## config.mk

```make
export PLATFORM = sky130hd
export DESIGN_NAME = rect_filler
export DESIGN_NICKNAME = d
export VERILOG_FILES = /design/src/rtl/reflet_gpu_pkg.sv /design/src/rtl/rect_sweep.sv /design/src/rtl/rect_filler.sv
export SDC_FILE = /design/constraint.sdc
export NUM_CORES = 1
export LEC_CHECK = 0
export ABC_AREA = 0
export CAP_MARGIN = 20
export CORE_AREA = 2 2 89 99
export DETAILED_ROUTE_END_ITERATION = 10
export DIE_AREA = 0 0 91 101
export GPL_ROUTABILITY_DRIVEN = 0
export HOLD_SLACK_MARGIN = 0.12
export PLACE_DENSITY = 0.86
export REMOVE_ABC_BUFFERS = 1
export SETUP_SLACK_MARGIN = 0.4
export SYNTH_ARGS = -nofsm -noshare
export SYNTH_HDL_FRONTEND = slang
export SYNTH_SLANG_ARGS = --single-unit
export TNS_END_PERCENT = 20
```

## constraint.sdc

```tcl
create_clock -name clk -period 3.54 [get_ports clk]
set_input_delay 0.531 -clock clk [delete_from_list [all_inputs] [get_ports clk]]
set_output_delay 0.531 -clock clk [all_outputs]
set_load 0.005 [all_outputs]
```

## src/rtl/reflet_gpu_pkg.sv

```systemverilog
// ---------------------------------------------------------------------------
// reflet_gpu_pkg
// Definitions shared by the drawing engines:
//   - draw_state_e : IDLE / FILL / DRAIN sequencing of a drawing command
//   - DEF_H_SIZE / DEF_V_LINE : default screen geometry
//   - coord_width() : coordinate width for a given resolution ($clog2, min 1)
// ---------------------------------------------------------------------------
package reflet_gpu_pkg;

    typedef enum logic [1:0] {
        ST_IDLE  = 2'd0,
        ST_FILL  = 2'd1,
        ST_DRAIN = 2'd2
    } draw_state_e;

    localparam int DEF_H_SIZE = 640;
    localparam int DEF_V_LINE = 480;

    // Width of a coordinate able to address n positions.
    function automatic int coord_width(input int n);
        return (n <= 2) ? 1 : $clog2(n);
    endfunction

endpackage

```

## src/rtl/rect_sweep.sv

```systemverilog
// ---------------------------------------------------------------------------
// rect_sweep
// Row-major cursor over an inclusive rectangle xmin..xmax / ymin..ymax.
// Ports:
//   clk, reset          : clock, asynchronous active-low reset
//   load                : capture bounds and place cursor at (ld_xmin, ld_ymin)
//   advance             : step cursor x+1, wrapping to xmin and y+1 at xmax
//   ld_xmin..ld_ymax    : bounds captured on load
//   x, y                : current cursor
//   last                : cursor sits on (xmax, ymax)
// The caller must not advance while last is high; the cursor therefore never
// steps past the bounds and no overflow handling is needed.
// ---------------------------------------------------------------------------
module rect_sweep
    import reflet_gpu_pkg::*;
#(
    parameter int HW = 10,
    parameter int VW = 9
) (
    input  logic          clk,
    input  logic          reset,
    input  logic          load,
    input  logic          advance,
    input  logic [HW-1:0] ld_xmin,
    input  logic [HW-1:0] ld_xmax,
    input  logic [VW-1:0] ld_ymin,
    input  logic [VW-1:0] ld_ymax,
    output logic [HW-1:0] x,
    output logic [VW-1:0] y,
    output logic          last
);

    localparam logic [HW-1:0] X_ONE = HW'(1);
    localparam logic [VW-1:0] Y_ONE = VW'(1);

    logic [HW-1:0] x_q, x_d;
    logic [VW-1:0] y_q, y_d;
    logic [HW-1:0] xmin_q, xmin_d;
    logic [HW-1:0] xmax_q, xmax_d;
    logic [VW-1:0] ymax_q, ymax_d;

    always_comb begin
        x_d    = x_q;
        y_d    = y_q;
        xmin_d = xmin_q;
        xmax_d = xmax_q;
        ymax_d = ymax_q;
        if (load) begin
            x_d    = ld_xmin;
            y_d    = ld_ymin;
            xmin_d = ld_xmin;
            xmax_d = ld_xmax;
            ymax_d = ld_ymax;
        end else if (advance) begin
            if (x_q == xmax_q) begin
                x_d = xmin_q;
                y_d = y_q + Y_ONE;
            end else begin
                x_d = x_q + X_ONE;
            end
        end
    end

    always_ff @(posedge clk or negedge reset) begin
        if (!reset) begin
            x_q    <= '0;
            y_q    <= '0;
            xmin_q <= '0;
            xmax_q <= '0;
            ymax_q <= '0;
        end else begin
            x_q    <= x_d;
            y_q    <= y_d;
            xmin_q <= xmin_d;
            xmax_q <= xmax_d;
            ymax_q <= ymax_d;
        end
    end

    assign x    = x_q;
    assign y    = y_q;
    assign last = (x_q == xmax_q) && (y_q == ymax_q);

endmodule

```

## src/rtl/rect_filler.sv

```systemverilog
// ---------------------------------------------------------------------------
// rect_filler
// Fills an axis-aligned rectangle with one colour, one pixel per clock, by
// driving the pixel memory write port. Coordinates lead write_en/color_write
// by one cycle to match the memory's registered address path.
// Ports:
//   clk, reset              : clock, asynchronous active-low reset
//   cmd_valid / cmd_ready   : command handshake (ready == engine idle)
//   cmd_x0/x1, cmd_y0/y1    : corners in any order
//   cmd_color               : fill colour
//   busy                    : command in progress (FILL or DRAIN)
//   done                    : pulse with the final write_en
//   h/v_pixel_write         : write coordinates
//   write_en, color_write   : write strobe and data
// Build option RECT_FILLER_CLIP_EN: clamp corners to the screen on acceptance.
// ---------------------------------------------------------------------------
module rect_filler
    import reflet_gpu_pkg::*;
#(
    parameter  int h_size      = DEF_H_SIZE,
    parameter  int v_line      = DEF_V_LINE,
    parameter  int color_depth = 8,
    localparam int HW          = coord_width(h_size),
    localparam int VW          = coord_width(v_line)
) (
    input  logic                   clk,
    input  logic                   reset,
    input  logic                   cmd_valid,
    output logic                   cmd_ready,
    input  logic [HW-1:0]          cmd_x0,
    input  logic [HW-1:0]          cmd_x1,
    input  logic [VW-1:0]          cmd_y0,
    input  logic [VW-1:0]          cmd_y1,
    input  logic [color_depth-1:0] cmd_color,
    output logic                   busy,
    output logic                   done,
    output logic [HW-1:0]          h_pixel_write,
    output logic [VW-1:0]          v_pixel_write,
    output logic                   write_en,
    output logic [color_depth-1:0] color_write
);

    draw_state_e state_q, state_d;

    logic [color_depth-1:0] color_q, color_d;
    logic [color_depth-1:0] color_write_q, color_write_d;
    logic                   write_en_q, write_en_d;

    logic          load, advance, last;
    logic [HW-1:0] cx0, cx1, xmin, xmax;
    logic [VW-1:0] cy0, cy1, ymin, ymax;

    // Corner conditioning: optional clamp, then order the corners.
`ifdef RECT_FILLER_CLIP_EN
    localparam logic [HW-1:0] X_LIM = HW'(h_size - 1);
    localparam logic [VW-1:0] Y_LIM = VW'(v_line - 1);
    assign cx0 = (cmd_x0 > X_LIM) ? X_LIM : cmd_x0;
    assign cx1 = (cmd_x1 > X_LIM) ? X_LIM : cmd_x1;
    assign cy0 = (cmd_y0 > Y_LIM) ? Y_LIM : cmd_y0;
    assign cy1 = (cmd_y1 > Y_LIM) ? Y_LIM : cmd_y1;
`else
    assign cx0 = cmd_x0;
    assign cx1 = cmd_x1;
    assign cy0 = cmd_y0;
    assign cy1 = cmd_y1;
`endif

    assign xmin = (cx0 < cx1) ? cx0 : cx1;
    assign xmax = (cx0 < cx1) ? cx1 : cx0;
    assign ymin = (cy0 < cy1) ? cy0 : cy1;
    assign ymax = (cy0 < cy1) ? cy1 : cy0;

    rect_sweep #(
        .HW (HW),
        .VW (VW)
    ) u_sweep (
        .clk     (clk),
        .reset   (reset),
        .load    (load),
        .advance (advance),
        .ld_xmin (xmin),
        .ld_xmax (xmax),
        .ld_ymin (ymin),
        .ld_ymax (ymax),
        .x       (h_pixel_write),
        .y       (v_pixel_write),
        .last    (last)
    );

    // Next-state and control.
    always_comb begin
        state_d = state_q;
        load    = 1'b0;
        advance = 1'b0;
        color_d = color_q;
        case (state_q)
            ST_IDLE: begin
                if (cmd_valid) begin
                    load    = 1'b1;
                    color_d = cmd_color;
                    state_d = ST_FILL;
                end
            end
            ST_FILL: begin
                // The final coordinate stays on the bus through DRAIN.
                if (last) begin
                    state_d = ST_DRAIN;
                end else begin
                    advance = 1'b1;
                end
            end
            ST_DRAIN: begin
                state_d = ST_IDLE;
            end
            default: begin
                state_d = ST_IDLE;
            end
        endcase
    end

    // Write strobe/data trail the presented coordinate by one cycle.
    always_comb begin
        write_en_d    = (state_q == ST_FILL);
        color_write_d = color_q;
    end

    always_ff @(posedge clk or negedge reset) begin
        if (!reset) begin
            state_q       <= ST_IDLE;
            color_q       <= '0;
            color_write_q <= '0;
            write_en_q    <= 1'b0;
        end else begin
            state_q       <= state_d;
            color_q       <= color_d;
            color_write_q <= color_write_d;
            write_en_q    <= write_en_d;
        end
    end

    assign cmd_ready   = (state_q == ST_IDLE);
    assign busy        = (state_q != ST_IDLE);
    // DRAIN is exactly the cycle carrying the final write.
    assign done        = (state_q == ST_DRAIN);
    assign write_en    = write_en_q;
    assign color_write = color_write_q;

endmodule
```

==> run metrics <==
sequential share of the synthesized area 0.4209; asr flop ratio synth 1.000; Routed Antenna Nets 0; TritonCTS Buffers 9; vias per cell 5.614; Main synth FF type dfrtp_1; Peak VDD IR 236.1 uV; nets@finish 553; largest net degree at the start of global routing 48; synthesis warning total 0; detailed placement HPWL 7054 um; Root Buffer clkbuf_8; Setup crit start kind input pin; RSZ-0062 raised after global routing no; gr usage total 0.2173; max cap viols 0; clock buffer depth 2; crit path max-delay cell type clkdlybuf4s50_1; area of placed instances 0.004873 mm2; EDFF count, synth 0; Core Box Area 0.008233 mm2; grt ovf 0; worst hold path type input pin to asynchronous set/reset pin; DR pass1 iterations 5; antenna violations before repair 0; Die Span X 91 um; share of the synthesized area in the top cell type 0.4209; Place WS 0.4828 ns; synth top area cells dfrtp_1 (42%), mux2i_1 (10%), ha_1 (6.0%); # port buffers 79; Crit path top cell by count a21o_1; boundary pin count 80; clock-pin slew on the worst setup and hold paths 0.07 ns; worst-path cell chain clkdlybuf4s50_1 -> inv_1 -> ha_1 -> a21o_1 -> a21o_1 -> a221o_1 -> a31oi_2 -> buf_4 -> mux2i_1 -> o22ai_1; Netlist Area Pre-Place 0.003984 mm2; CP Max Fanout 7; Die Ht 101 um; # clock sinks 67; outcome finished, final reports clean; Critical Path RT 3.73 ns; worst setup margin 0.8010 ns; CTS tree built; largest area contributor in the netlist dfrtp_1; most frequent cells in the layout clkdlybuf4s50_1 (78), dfrtp_1 (67), nand2_1 (53), mux2i_1 (40), o21ai_1 (24); Crit path largest cell delay 0.50 ns; hold buffers post-CTS 0; diode count 0; Final Critical Period 2.739 ns; reg2reg start u_sweep.x[6]$_DFFE_PN0P_; Yosys reg bits 67; Slew headroom 0.3486; Remaining DRCs 0; Crit Path Class input pin to flip-flop; fin area 0.005082 mm2; P&R area growth vs syn 27.58%; Post-Syn Instances 406; CP startpoint cmd_x1[7]; commonest non-fill, non-tap cell in the layout clkdlybuf4s50_1; Mean Syn Cell Area 9.812 um2; setup TNS 0 ns; via count of the first global-routing pass 3380; H-tree Lvls 3; Worst-Margin Slew 0.9771 ns; Critical path buffers and inverters 3; crit-path leading delay family compound AO/OA/AOI/OAI gates; Clock Latency Late Sink 0.35 ns; Synth cell types 58; Max Slew Vio Count 0; row cnt 35; worst path arrival time 2.93 ns; CP endpoint kind flip-flop; Clock Skew 0.01172 ns; share of cells above drive strength 1 0.07959; leakage power 2.372 nW; FMAX 365.1 MHz; postcts setup bufs 0; post-cts gate resize count 0; Final Cycle Share 0.7737; first-pass GRT wire length 15870 um; initial core utilization 0.4839; DR vias 3374; drt total wl 9675 um; PwrDens 608.7 mW/mm2; Final Hold Viols 0; Starting DRT DRC Count 209; Die Area 0.009191 mm2; Routed WL per cell 16.10 um; final setup vio count 0
==> metal layers <==
metal	vias to the layer above	global-route usage	part of all wire
met3	26	0.05011	0.060
met4	0	0.1002	0.031
met2	112	0.3675	0.49
li1	1622	-	-
met5	-	0	0
met1	1614	0.2653	0.42
==> layout make-up <==
cell class / count / area (um2)
inverters: 20 / 75.07
flip-flops and latches: 67 / 1677
multi-input cells: 296 / 2107
fillers: 716 / 3151
clock buffers: 11 / 131.4
clock inverters: 5 / 77.57
repair buffers: 91 / 875.8
well taps: 111 / 138.9
==> registers in the layout (all words and copies together) (netlist names) <==
| signal | cells |
|---|---|
| color_q | 8 |
| color_write | 8 |
| state_q | 2 |
| u_sweep.x | 10 |
| u_sweep.xmax_q | 10 |
| u_sweep.xmin_q | 10 |
| u_sweep.y | 9 |
| u_sweep.ymax_q | 9 |
| write_en | 1 |
==> kinds of logic after synthesis <==
group                      count (synthesis)  share of synthesized area
AOI/OAI and AO/OA                         94                     0.1570
buffers and inverters                     43                    0.05245
xor gates and xnor gates                  23                    0.05056
muxes                                     41                     0.1033
and+or+nand+nor                          119                     0.1561
DFF                                       67                     0.4209
adders and majority gates                 19                    0.05967
==> cell usage after synthesis, types with 3 or more instances <==
master    number
a21o_1         6
a21oi_1       15
a22oi_1        4
a31oi_1        8
and3_1         6
and4_1         4
buf_4          3
buf_6          3
clkbuf_1      12
dfrtp_1       67
ha_1          19
inv_1         20
mux2i_1       40
nand2_1       54
nand2b_1       5
nand3_1        6
nand4_1        6
nor2_1        16
nor3_1         3
o211ai_1       6
o21a_1         3
o21ai_1       24
o221ai_1       3
o22ai_1        4
o32ai_1        5
or4_1          4
xnor2_1       11
xor2_1        12
==> metrics by stage <==
step | hold WS (ns) | power [W] | std cells | utilization
2_1_floorplan | 0.2354 | 0.001873 | 383 | -
3_3_place_gp | 0.3595 | 0.002351 | 585 | 0.5919
3_5_place_dp | 0.3603 | 0.002411 | 585 | 0.5919
4_1_cts | 0.2836 | 0.003100 | 601 | 0.6173
5_1_grt | 0.3093 | 0.003283 | 601 | 0.6173
6_report | 0.2636 | 0.003094 | 601 | 0.6173
==> report_power, final <==
group / leakage [nW] / internal, W / switching [W] / total (W)
registers: 0.808 / 0.00102 / 0.000279 / 0.00130
logic: 1.46 / 0.000623 / 0.000486 / 0.00111
clock network: 0.103 / 0.000395 / 0.000291 / 0.000686
total: 2.37 / 0.00204 / 0.00106 / 0.00309
==> worst paths after layout <==
kind	endpoint	slack [ns]	cells after the start
setup / recovery	u_sweep.x[7]$_DFFE_PN0P_	0.80	10
hold reg to reg	color_write[0]$_DFF_PN0_	0.37	0
min in group clk	color_write[0]$_DFF_PN0_	0.37	0
max in group asynchronous	u_sweep.y[4]$_DFFE_PN0P_	2.50	2
setup reg to reg	u_sweep.y[4]$_DFFE_PN0P_	1.06	7
hold / removal	color_write[0]$_DFF_PN0_	0.26	1
Power figures use the tool's default switching activity.
